## config.mk

```make
export PLATFORM = sky130hd
export DESIGN_NAME = hazard_ctrl
export DESIGN_NICKNAME = d
export VERILOG_FILES = /design/src/rtl/pipe_pkg.sv /design/src/rtl/fwd_unit.sv /design/src/rtl/hazard_ctrl.sv
export SDC_FILE = /design/constraint.sdc
export NUM_CORES = 1
export LEC_CHECK = 0
export BUFFER_PORTS_ARGS = -buffer_cell sky130_fd_sc_hd__buf_2
export CORE_MARGIN = 8
export CORE_UTILIZATION = 44
export CTS_BUF_LIST = sky130_fd_sc_hd__clkbuf_8
export DETAILED_ROUTE_END_ITERATION = 7
export PLACE_DENSITY = 0.79
export SYNTH_ARGS = -nofsm -noshare
export SYNTH_HDL_FRONTEND = slang
export SYNTH_SLANG_ARGS = --single-unit
```

## constraint.sdc

```tcl
create_clock -name clk -period 1.9 [get_ports clk]
set_clock_uncertainty 0.1 [all_clocks]
set_input_delay 0 -clock clk [delete_from_list [all_inputs] [get_ports clk]]
set_output_delay 0 -clock clk [all_outputs]
set_load 0.05 [all_outputs]
```

## src/rtl/pipe_pkg.sv

```systemverilog
// rtl/pipe_pkg.sv - shared pipeline hazard types, forwarding encodings and helpers
package pipe_pkg;

    typedef enum logic {
        RUN    = 1'b0,
        MCWAIT = 1'b1
    } hz_state_t;

    typedef logic [1:0] fwd_sel_t;

    localparam fwd_sel_t FWD_REG   = 2'b00;
    localparam fwd_sel_t FWD_EXMEM = 2'b10;
    localparam fwd_sel_t FWD_MEMWB = 2'b01;

    localparam logic [4:0] REG_ZERO = 5'd0;

    localparam logic [15:0] STALL_MAX = 16'hFFFF;

    // True when a source that is actually read names a live, nonzero destination.
    function automatic logic src_hit(
        input logic       uses,
        input logic [4:0] src,
        input logic       writes,
        input logic [4:0] dst
    );
        return uses && writes && (dst != REG_ZERO) && (src == dst);
    endfunction

endpackage

```

## src/rtl/fwd_unit.sv

```systemverilog
// rtl/fwd_unit.sv - ALU operand forwarding select, EX/MEM preferred over MEM/WB
module fwd_unit
    import pipe_pkg::*;
(
    input  logic [4:0] ex_rs,
    input  logic [4:0] ex_rt,
    input  logic [4:0] mem_rd,
    input  logic       mem_regwrite,
    input  logic [4:0] wb_rd,
    input  logic       wb_regwrite,
    output logic [1:0] fwd_a,
    output logic [1:0] fwd_b
);

    logic a_exmem;
    logic a_memwb;
    logic b_exmem;
    logic b_memwb;

    assign a_exmem = src_hit(1'b1, ex_rs, mem_regwrite, mem_rd);
    assign a_memwb = src_hit(1'b1, ex_rs, wb_regwrite, wb_rd);
    assign b_exmem = src_hit(1'b1, ex_rt, mem_regwrite, mem_rd);
    assign b_memwb = src_hit(1'b1, ex_rt, wb_regwrite, wb_rd);

    // The younger result in EX/MEM wins when both stages write the same register.
    always_comb begin
        fwd_a = FWD_REG;
        fwd_b = FWD_REG;
        if (a_exmem) begin
            fwd_a = FWD_EXMEM;
        end else if (a_memwb) begin
            fwd_a = FWD_MEMWB;
        end
        if (b_exmem) begin
            fwd_b = FWD_EXMEM;
        end else if (b_memwb) begin
            fwd_b = FWD_MEMWB;
        end
    end

endmodule

```

## src/rtl/hazard_ctrl.sv

```systemverilog
// rtl/hazard_ctrl.sv - pipeline stall/flush/forward control; FORWARDING_EN enables forwarding
module hazard_ctrl
    import pipe_pkg::*;
(
    input  logic        clk,
    input  logic        rst,
    input  logic [4:0]  id_rs,
    input  logic [4:0]  id_rt,
    input  logic        id_uses_rs,
    input  logic        id_uses_rt,
    input  logic [4:0]  ex_rs,
    input  logic [4:0]  ex_rt,
    input  logic [4:0]  ex_rd,
    input  logic        ex_regwrite,
    input  logic        ex_memread,
    input  logic [4:0]  mem_rd,
    input  logic        mem_regwrite,
    input  logic [4:0]  wb_rd,
    input  logic        wb_regwrite,
    input  logic        ex_mc_start,
    input  logic [3:0]  ex_mc_cycles,
    input  logic        mem_branch_taken,
    output logic        pc_write,
    output logic        ifid_write,
    output logic        ifid_flush,
    output logic        idex_flush,
    output logic        exmem_flush,
    output logic        idex_hold,
    output logic [1:0]  fwd_a,
    output logic [1:0]  fwd_b,
    output logic [15:0] stall_cycles
);

    hz_state_t  state;
    hz_state_t  state_next;
    logic [3:0] mc_cnt;
    logic [3:0] mc_cnt_next;
    logic       load_use;
    logic       raw_stall;
    logic       mc_req;
    logic [1:0] fwd_a_raw;
    logic [1:0] fwd_b_raw;

    assign load_use = ex_memread &&
                      (src_hit(id_uses_rs, id_rs, 1'b1, ex_rd) ||
                       src_hit(id_uses_rt, id_rt, 1'b1, ex_rd));

    assign mc_req = ex_mc_start && (ex_mc_cycles >= 4'd2);

`ifdef FORWARDING_EN
    logic unused_fwd_en;

    assign raw_stall     = 1'b0;
    assign unused_fwd_en = ex_regwrite;

    fwd_unit u_fwd_unit (
        .ex_rs        (ex_rs),
        .ex_rt        (ex_rt),
        .mem_rd       (mem_rd),
        .mem_regwrite (mem_regwrite),
        .wb_rd        (wb_rd),
        .wb_regwrite  (wb_regwrite),
        .fwd_a        (fwd_a_raw),
        .fwd_b        (fwd_b_raw)
    );
`else
    logic unused_no_fwd;

    // The register file writes before it reads, so only EX and MEM producers stall.
    assign raw_stall = src_hit(id_uses_rs, id_rs, ex_regwrite, ex_rd)   ||
                       src_hit(id_uses_rt, id_rt, ex_regwrite, ex_rd)   ||
                       src_hit(id_uses_rs, id_rs, mem_regwrite, mem_rd) ||
                       src_hit(id_uses_rt, id_rt, mem_regwrite, mem_rd);

    assign fwd_a_raw     = FWD_REG;
    assign fwd_b_raw     = FWD_REG;
    assign unused_no_fwd = ^{ex_rs, ex_rt, wb_rd, wb_regwrite};
`endif

    assign fwd_a = rst ? FWD_REG : fwd_a_raw;
    assign fwd_b = rst ? FWD_REG : fwd_b_raw;

    always_comb begin
        pc_write    = 1'b1;
        ifid_write  = 1'b1;
        ifid_flush  = 1'b0;
        idex_flush  = 1'b0;
        exmem_flush = 1'b0;
        idex_hold   = 1'b0;
        state_next  = state;
        mc_cnt_next = mc_cnt;

        if (rst) begin
            ifid_flush  = 1'b1;
            idex_flush  = 1'b1;
            exmem_flush = 1'b1;
            state_next  = RUN;
            mc_cnt_next = 4'd0;
        end else if (mem_branch_taken) begin
            ifid_flush  = 1'b1;
            idex_flush  = 1'b1;
            exmem_flush = 1'b1;
            state_next  = RUN;
            mc_cnt_next = 4'd0;
        end else if (state == MCWAIT) begin
            pc_write    = 1'b0;
            ifid_write  = 1'b0;
            idex_hold   = 1'b1;
            exmem_flush = 1'b1;
            mc_cnt_next = mc_cnt - 4'd1;
            // Leave once the count reaches 1; the start cycle already stalled once.
            if (mc_cnt <= 4'd2) begin
                state_next  = RUN;
                mc_cnt_next = 4'd0;
            end
        end else if (mc_req) begin
            pc_write    = 1'b0;
            ifid_write  = 1'b0;
            idex_hold   = 1'b1;
            exmem_flush = 1'b1;
            // A two-cycle op is covered entirely by this cycle's stall.
            if (ex_mc_cycles > 4'd2) begin
                state_next  = MCWAIT;
                mc_cnt_next = ex_mc_cycles - 4'd1;
            end
        end else if (load_use || raw_stall) begin
            pc_write   = 1'b0;
            ifid_write = 1'b0;
            idex_flush = 1'b1;
        end
    end

    always_ff @(posedge clk) begin
        if (rst) begin
            state        <= RUN;
            mc_cnt       <= 4'd0;
            stall_cycles <= 16'd0;
        end else begin
            state  <= state_next;
            mc_cnt <= mc_cnt_next;
            if (!pc_write && (stall_cycles != STALL_MAX)) begin
                stall_cycles <= stall_cycles + 16'd1;
            end
        end
    end

endmodule

```

======== Word-level counts from Yosys, hierarchy flattened ========
Cells that the tools add are included.
cells by class
  $add $sub $neg .......................... 3
  magnitude comparators ................... 3
  eq/ne operators ......................... 5
  multiplexer cells ....................... 26
  reductions and logical operators ........ 31
operator list
  kind                     number
  $mux W1                  22
  $eq A5 B5 Y1             4
  $logic_and A1 B1 Y1      19
  $add A16 B1 Y16 const B  1
  $mux W4                  4
  $ne A16 B16 Y1 const B   1
  $reduce_bool A5 Y1       2
  $sub A4 B1 Y4 const B    2
  $logic_or A1 B1 Y1       5
  $ge A4 B2 Y1 const B     1
  $gt A4 B2 Y1 const B     1
  $le A4 B2 Y1 const B     1
  $reduce_bool A2 Y1       2
  $reduce_and A2 Y1        1
  $reduce_or A2 Y1         1
  $logic_not A1 Y1         1
word-level totals
  register bits ........................... 21
  input bits .............................. 49

======== Depth between registers and ports, before layout ========
Gate-level depths: netlist of run 1.
  depth in word-level cells ............... 14
  gate-level depth with buffers ........... 8
  mapped depth without buffers ............ 8

======== Worst setup path before layout of run 1 ========
No wires, ideal clock.
  path type ............................... reg2reg
  start ................................... register stall_cycles[5]
  end ..................................... register stall_cycles[14]
  library setup time ...................... 0.070 ns
  data arrival time ....................... 1.987 ns
  data required time ...................... 1.730 ns
  setup slack ............................. -0.258 ns
  cell stages (with the launch flop) ...... 7
  cells stage by stage .................... dfxtp_1 and4_1 and4_1 and2_1 nand2_1 or4_1 a21oi_2
between the ends
  word-level cells in the longest chain between the ends .. 2
  elaborated cells on any way between the ends .. 3
  classes of those cells .................. add/sub (1); eq/ne (1); reduce/logical (1)
ends and longest elaborated chain
  what                                                     line                source
  start: declaration                                       hazard_ctrl.sv:31   output logic [15:0] stall_cycles
  start signal: assignment                                 hazard_ctrl.sv:142  stall_cycles <= stall_cycles + 16'd1;
  branches (longest 2 deep; another with $add A16 B1 Y16)  -
Parallel ways; which one is timed is not known.
A chain may end at the register's enable or synchronous reset.

======== Worst setup path after layout of run 1 ========
  start ................................... register stall_cycles[9]
  end ..................................... register stall_cycles[14]
The elaborated chain is that of the path after synthesis.

==> results of run 1 <==
layer usage:
layer,wire length (um),vias to the layer above
met5,0,-
met4,44,0
met3,263,4
met2,2440,53
met1,1850,841
li1,-,893
flip-flops by register name (all words and copies together), names as in the netlist:
signal and flops:
stall_cycles 16, mc_cnt 4, state 1
Yosys cell counts, drive strengths merged (2+ instances only):
cell type	n	area, um^2
o21ai	15	90.1
dfxtp	21	420
a211oi	4	30.0
inv	9	33.8
nand2b	2	12.5
a21oi	14	104
nand2	10	37.5
nor2b	2	12.5
nand3	6	30.0
nand4	12	75.1
and2	5	32.5
o22a	3	26.3
o31a	3	28.8
nor2	6	22.5
o31ai	2	20.0
nor3	5	25.0
buf	8	71.3
or3	9	57.6
and4	4	35.0
or4	3	22.5
and3	2	12.5
o41ai	2	17.5
clkbuf	2	7.51
ha	5	62.6
o21a	2	15.0
xnor2	22	193
o22ai	5	31.3
cells in the final DEF, fill, tap and decap left out, drive strengths merged, types with 3 or more instances in the layout:
| cell | count |
|---|---|
| nor2 | 6 |
| inv | 9 |
| o21ai | 15 |
| o22ai | 5 |
| conb | 4 |
| nand2 | 10 |
| buf | 82 |
| a21oi | 14 |
| o22a | 3 |
| dfxtp | 21 |
| xnor2 | 22 |
| and2 | 5 |
| o31a | 3 |
| nand4 | 12 |
| or3 | 9 |
| a211oi | 4 |
| nor3 | 5 |
| ha | 5 |
| and4 | 4 |
| nand3 | 6 |
| or4 | 3 |
| clkbuf | 3 |
per-stage QoR:
stage,util,TNS (ns),instance area (um^2)
floorplan,-,-0.000272,1700
global placement,0.594,-0.135,2160
detailed placement,0.594,-0.511,2160
CTS,0.607,0,2200
global route,0.614,-0.00956,2230
finish,0.614,0,2230
logic make-up (layout without fill, tap and decap cells):
group,count (synthesis),after routing
adders and majority gates,5,5
xor gates and xnor gates,22,22
buffers and inverters,20,95
and+or+nand+nor,68,68
DFF,21,21
AOI/OAI and AO/OA,59,59
muxes,1,1
other,1,4
power by group through the flow:
stage / registers, mW / clock network (mW) / logic, mW
after floorplan: 0.463 / 0 / 0.200
after CTS: 0.448 / 0.308 / 0.313
after global placement: 0.458 / 0 / 0.306
final: 0.448 / 0.297 / 0.316
after detailed placement: 0.458 / 0 / 0.312
after global routing: 0.449 / 0.323 / 0.343
worst min-delay path: stages:
cell	delay (ns)
buf_2	0.09
buf_4	0.23
a21oi_2	0.04
path summary, 6_finish.rpt:
kind                            cells past startpoint              from  slack, ns                to
worst min-delay path                                3               rst       0.04  stall_cycles[14]
worst min register to register                      2  stall_cycles[14]       0.38  stall_cycles[14]
worst max register to register                      6   stall_cycles[9]       0.09  stall_cycles[14]
worst max-delay path                                6   stall_cycles[9]       0.09  stall_cycles[14]
layout make-up:
class,instances,share of cell area
Clock buffer,3,0.0185
Clock inverter,1,0.00224
Inverter,9,0.0152
Sequential cell,21,0.200
Timing Repair Buffer,82,0.221
Multi-Input combinational cell,159,0.516
Tap cell,48,0.0269
timing repair:
action / CTS / global route
setup endpoints to repair: 0 / 16
gates resized for setup: 0 / 8
buffers inserted: 0 / 1
==> flow_summary_export.csv, run 1 <==
group,metric,value,unit
outcome,status,"finished clean",
worst_setup_path,slowest_stage,"or4_1",
layout,stdcell_count,323,
grt,met1_usage,0.164,
grt,grt_pass1_vias,1725,
place,pre_cts_ws,-0.0702,ns
pwr,p_per_area,476,mW/mm^2
cts,cts_made_buffers,3,
floorplan,dieArea,0.00600,mm^2
logic_synthesis,synthFlopType,"dfxtp_1",
sta,max-slew-margin-rel,0.624,
grt,grt_use_total,0.150,
logic_synthesis,synthArstFlopShare,0,
floorplan,core,0.00363,mm^2
sta,whs,0.0359,ns
pwr,comb_power_share,0.298,
logic_synthesis,ys_types,50,
min_path,hp-class,"input port to flop",
worst_setup_path,startpoint_type,"flop",
flow_run,max_cap_violations,0,
sta,setup_violations,0,
logic_synthesis,synth_compound_area_frac,0.276,
pwr,internal_power,0.718,mW
grt,antenna_found_initial,0,
grt,grt_pass1_wl,7730,um
logic_synthesis,synth-adder-area-share,0.0377,
place,gp_congestion,0.844,
logic_synthesis,synthesis.area_per_instance,8.43,um^2
layout,n_fill_cell,328,
cts,root_buffer,"clkbuf_8",
logic_synthesis,synth_edf_count,0,
cts,clock_latency,0.26,ns
worst_setup_path,endpoint_kind,"flop",
pwr,irDropWorstVdd,0.000485,V
cts,clockBufferDepth,2,
grt,met2_usage,0.274,
worst_setup_path,crit_type,"flop to flop",
layout,antenna_cells,0,
layout,multiInputGateArea,0.00115,mm^2
worst_setup_path,slowest_delay,0.42,ns
worst_setup_path,critPathRequiredTime,2.00,ns
place,port_buffers,54,
place,place_inst,318,
floorplan,placementRows,22,
worst_setup_path,crit_family,"simple AND/OR/NAND/NOR gates",
pwr,p_leak,0.905,nW
cts,cts_sinks,21,
sta,period_share,0.955,
sta,hold_viol_final,0,
logic_synthesis,synthMuxAreaShare,0.00602,
drt,drt_iter0_markers,139,
floorplan,die_x,77.5,um
grt,grt_use_met3,0.0415,
worst_setup_path,path_cells,"and4_4 > and4_1 > and2_1 > nand2_1 > or4_1 > a21oi_2",
drt,wire_per_inst,14.2,um
cts,cts.clk_slew.worst_paths,0.08,ns
sta,max_freq,551,MHz
floorplan,die-height,77.5,um
drt,drc_errors,0,
cts,cts_tree,"done",
layout,area_delta_synth_final,34.2,%
grt,busiest_layer,"met2",
sta,fin_crit,1.81,ns
worst_setup_path,cp.buffers_inverters,0,
grt,grt_max_degree,24,
pwr,power,1.06,mW
layout,layout-drive-gt1-share,0.462,
sta,postLayoutSetupSlackWorst,0.0855,ns
cts,hold_buffers,0,
drt,first_pass_iters,4,
pwr,swShare,0.324,
logic_synthesis,synthSimpleGateAreaFrac,0.235,
drt,wl,4600,um
worst_setup_path,cp_max_fo,4,
logic_synthesis,syn_inst,197,
logic_synthesis,ys_seq_area_frac,0.253,
pwr,pwr-share-seq,0.422,
sta,worst_pin_slew,0.563,ns
pwr,p_sw,0.344,mW
sta,slew_violations,0,
floorplan,boundaryPins,75,
layout,nNetsFinal,330,
worst_setup_path,cp_data_arrival_time,1.92,ns
place,hpwl,3760,um
grt,overflow,0,
logic_synthesis,ys_ff_latch,21,
layout,regArea,447,um^2
logic_synthesis,synth_xor_area_frac,0.116,
drt,viasPerCell,5.54,
pwr,power_frac_clock,0.280,
floorplan,start_util,0.457,
drt,drtAntennaViolNets,0,
drt,dr_total_vias,1791,
logic_synthesis,syn_area,0.00166,mm^2
cts,ctsHtreeMaxLevel,1,
logic_synthesis,synth_warnings,0,
logic_synthesis,synth_top_family_by_area,"compound AO/OA/AOI/OAI gates",
No activity file was read; power rests on OpenSTA's default activity.
==> run 2: changes to the inputs <==
Settings changed: GPL_ROUTABILITY_DRIVEN set to 1, RECOVER_POWER set to 50.
==> run 2 against run 1 <==
  * Design area is 1.1% lower
  * Register-to-register slack is essentially flat
  * Non-clock buffer count is the same
  * Sequential share of layout area is 0.23 points higher
  * Die area did not move
  * Critical endpoint unchanged
==> flow_summary_export.csv, run 2 (synthesized netlist as in run 1, its figures left out) <==
group,metric,value,unit
worst_setup_path,slowest_stage,"or4_1",
place,hpwl,3760,um
layout,layout-drive-gt1-share,0.396,
flow_run,max_cap_violations,0,
layout,nNetsFinal,330,
layout,fin_area,0.00220,mm^2
sta,max-slew-margin-rel,0.598,
floorplan,start_util,0.457,
sta,whs,0.0402,ns
worst_setup_path,r2r_start,"stall_cycles[9]",
sta,worst_pin_slew,0.605,ns
pwr,power,1.06,mW
drt,wl,4630,um
worst_setup_path,r2r_slack,0.08,ns
grt,grt_max_degree,24,
worst_setup_path,path_cells,"and4_4 > and4_1 > and2_1 > nand2_1 > or4_1 > a21oi_2",
worst_setup_path,crit_type,"flop to flop",
drt,drc_errors,0,
place,place_area,0.00216,mm^2
sta,finalSetupTns,0,ns
layout,stdcell_count,323,
worst_setup_path,worstReg2RegEnd,"stall_cycles[14]",
floorplan,die-height,77.5,um
drt,drtAntennaViolNets,0,
grt,overflow,0,
cts,clock_latency,0.26,ns
cts,root_buffer,"clkbuf_8",
grt,grt_use_total,0.150,
worst_setup_path,ff2ff_path_depth,6,
drt,first_pass_iters,4,
floorplan,dieArea,0.00600,mm^2
pwr,p_per_area,480,mW/mm^2
layout,regMostFlops,"stall_cycles",
grt,grt_pass1_wl,7730,um
layout,layout_common_cells,"buf_2 (35), buf_4 (26), xnor2_1 (22)",
floorplan,placementRows,22,
sta,setup_violations,0,
layout,largest_reg_flops,16,
drt,viasPerCell,5.53,
pwr,power_frac_clock,0.280,
pwr,comb_power_share,0.297,
layout,mostFrequentLayoutCell,"buf_2",
worst_setup_path,cp_data_arrival_time,1.92,ns
drt,drt_iter0_markers,120,
sta,max_freq,551,MHz
pwr,pwr-share-seq,0.423,
worst_setup_path,startpoint_type,"flop",
worst_setup_path,critPathRequiredTime,2.00,ns
layout,area_delta_synth_final,32.7,%
pwr,internal_power,0.716,mW
min_path,hold_depth,3,
cts,cts_made_buffers,3,
floorplan,core,0.00363,mm^2
min_path,hp-start,"rst",
place,place_inst,318,
pwr,p_leak,0.829,nW
cts,ctsHtreeMaxLevel,1,
place,port_buffers,54,
place,gp_congestion,0.844,
layout,antenna_cells,0,
worst_setup_path,cp_max_fo,4,
worst_setup_path,endpoint_kind,"flop",
worst_setup_path,slowest_delay,0.42,ns
pwr,irDropWorstVdd,0.000485,V
layout,top_regs,"stall_cycles x16, mc_cnt x4, state x1",
layout,n_fill_cell,338,
grt,grt_pass1_vias,1725,
cts,cts.clk_slew.worst_paths,0.08,ns
floorplan,boundaryPins,75,
pwr,p_sw,0.343,mW
grt,antenna_found_initial,0,
sta,period_share,0.955,
cts,clockBufferDepth,2,
cts,cts_sinks,21,
pwr,swShare,0.324,
sta,fin_crit,1.82,ns
sta,hold_viol_final,0,
drt,dr_total_vias,1786,
min_path,hp-class,"input port to flop",
outcome,status,"finished clean",
min_path,min_to,"stall_cycles[14]",
drt,wire_per_inst,14.3,um
cts,cts_tree,"done",
sta,slew_violations,0,
floorplan,die_x,77.5,um
[run 2: changes by cell type in the layout (fill, tap and decap cells not counted)]
cell,change
buf_2,-19
buf_4,-1
clkbuf_1,+18
clkbuf_2,+2
[run 2: power groups by stage]
stage / logic, mW / clock network (mW) / registers, mW
3_3_place_gp: 0.306 / 0 / 0.458
5_1_grt: 0.341 / 0.323 / 0.449
3_5_place_dp: 0.312 / 0 / 0.458
2_1_floorplan: 0.200 / 0 / 0.463
4_1_cts: 0.313 / 0.308 / 0.448
6_report: 0.314 / 0.297 / 0.448
[run 2: layout make-up]
type,instances,area (um^2),area share
clock buffer,3,41.3,0.0187
clock inverter,1,5.00,0.00227
inverter,9,33.8,0.0153
multi-input combinational,159,1150,0.522
sequential,21,447,0.203
tap,48,60.1,0.0272
timing repair buffer,82,468,0.212
[run 2: worst max-delay path by stage]
stage | start | to | slack (ns) | cells after the start
final | stall_cycles[9] | stall_cycles[14] | 0.08 | 6
after global routing | stall_cycles[9] | stall_cycles[14] | -0.01 | 6
after CTS | stall_cycles[2] | stall_cycles[4] | 0.02 | 7
after detailed placement | ex_mc_cycles[0] | stall_cycles[4] | -0.07 | 9
after global placement | ex_mc_cycles[0] | stall_cycles[4] | -0.04 | 9
after floorplan | stall_cycles[8] | stall_cycles[14] | -0.0003 | 6
[run 2: layer usage]
metal	share of wire	track usage	wire, um
met2	0.53	0.274	2440
met3	0.060	0.0415	279
met5	0	0	0
met4	0.0095	0.0434	44
met1	0.40	0.164	1860
[run 2: through the flow]
stage	setup slack, ns	utilization
after detailed placement	-0.0702	0.594
after CTS	0.0168	0.607
after floorplan	-0.000272	-
final	0.0849	0.607
after global routing	-0.0119	0.607
after global placement	-0.0384	0.594
[run 2: repair_timing]
action | CTS | global route
endpoints found under the setup margin | 0 | 16
resized for setup | 0 | 8
buffers inserted | 0 | 1
hold buffers | 0 | 0
[run 2: critical path: cells and delay by family (launching register included)]
kind	cells	cell delay (ns)
AO/OA/AOI/OAI	1	0.14
flip-flops	1	0.35
AND/OR/NAND/NOR	5	1.17
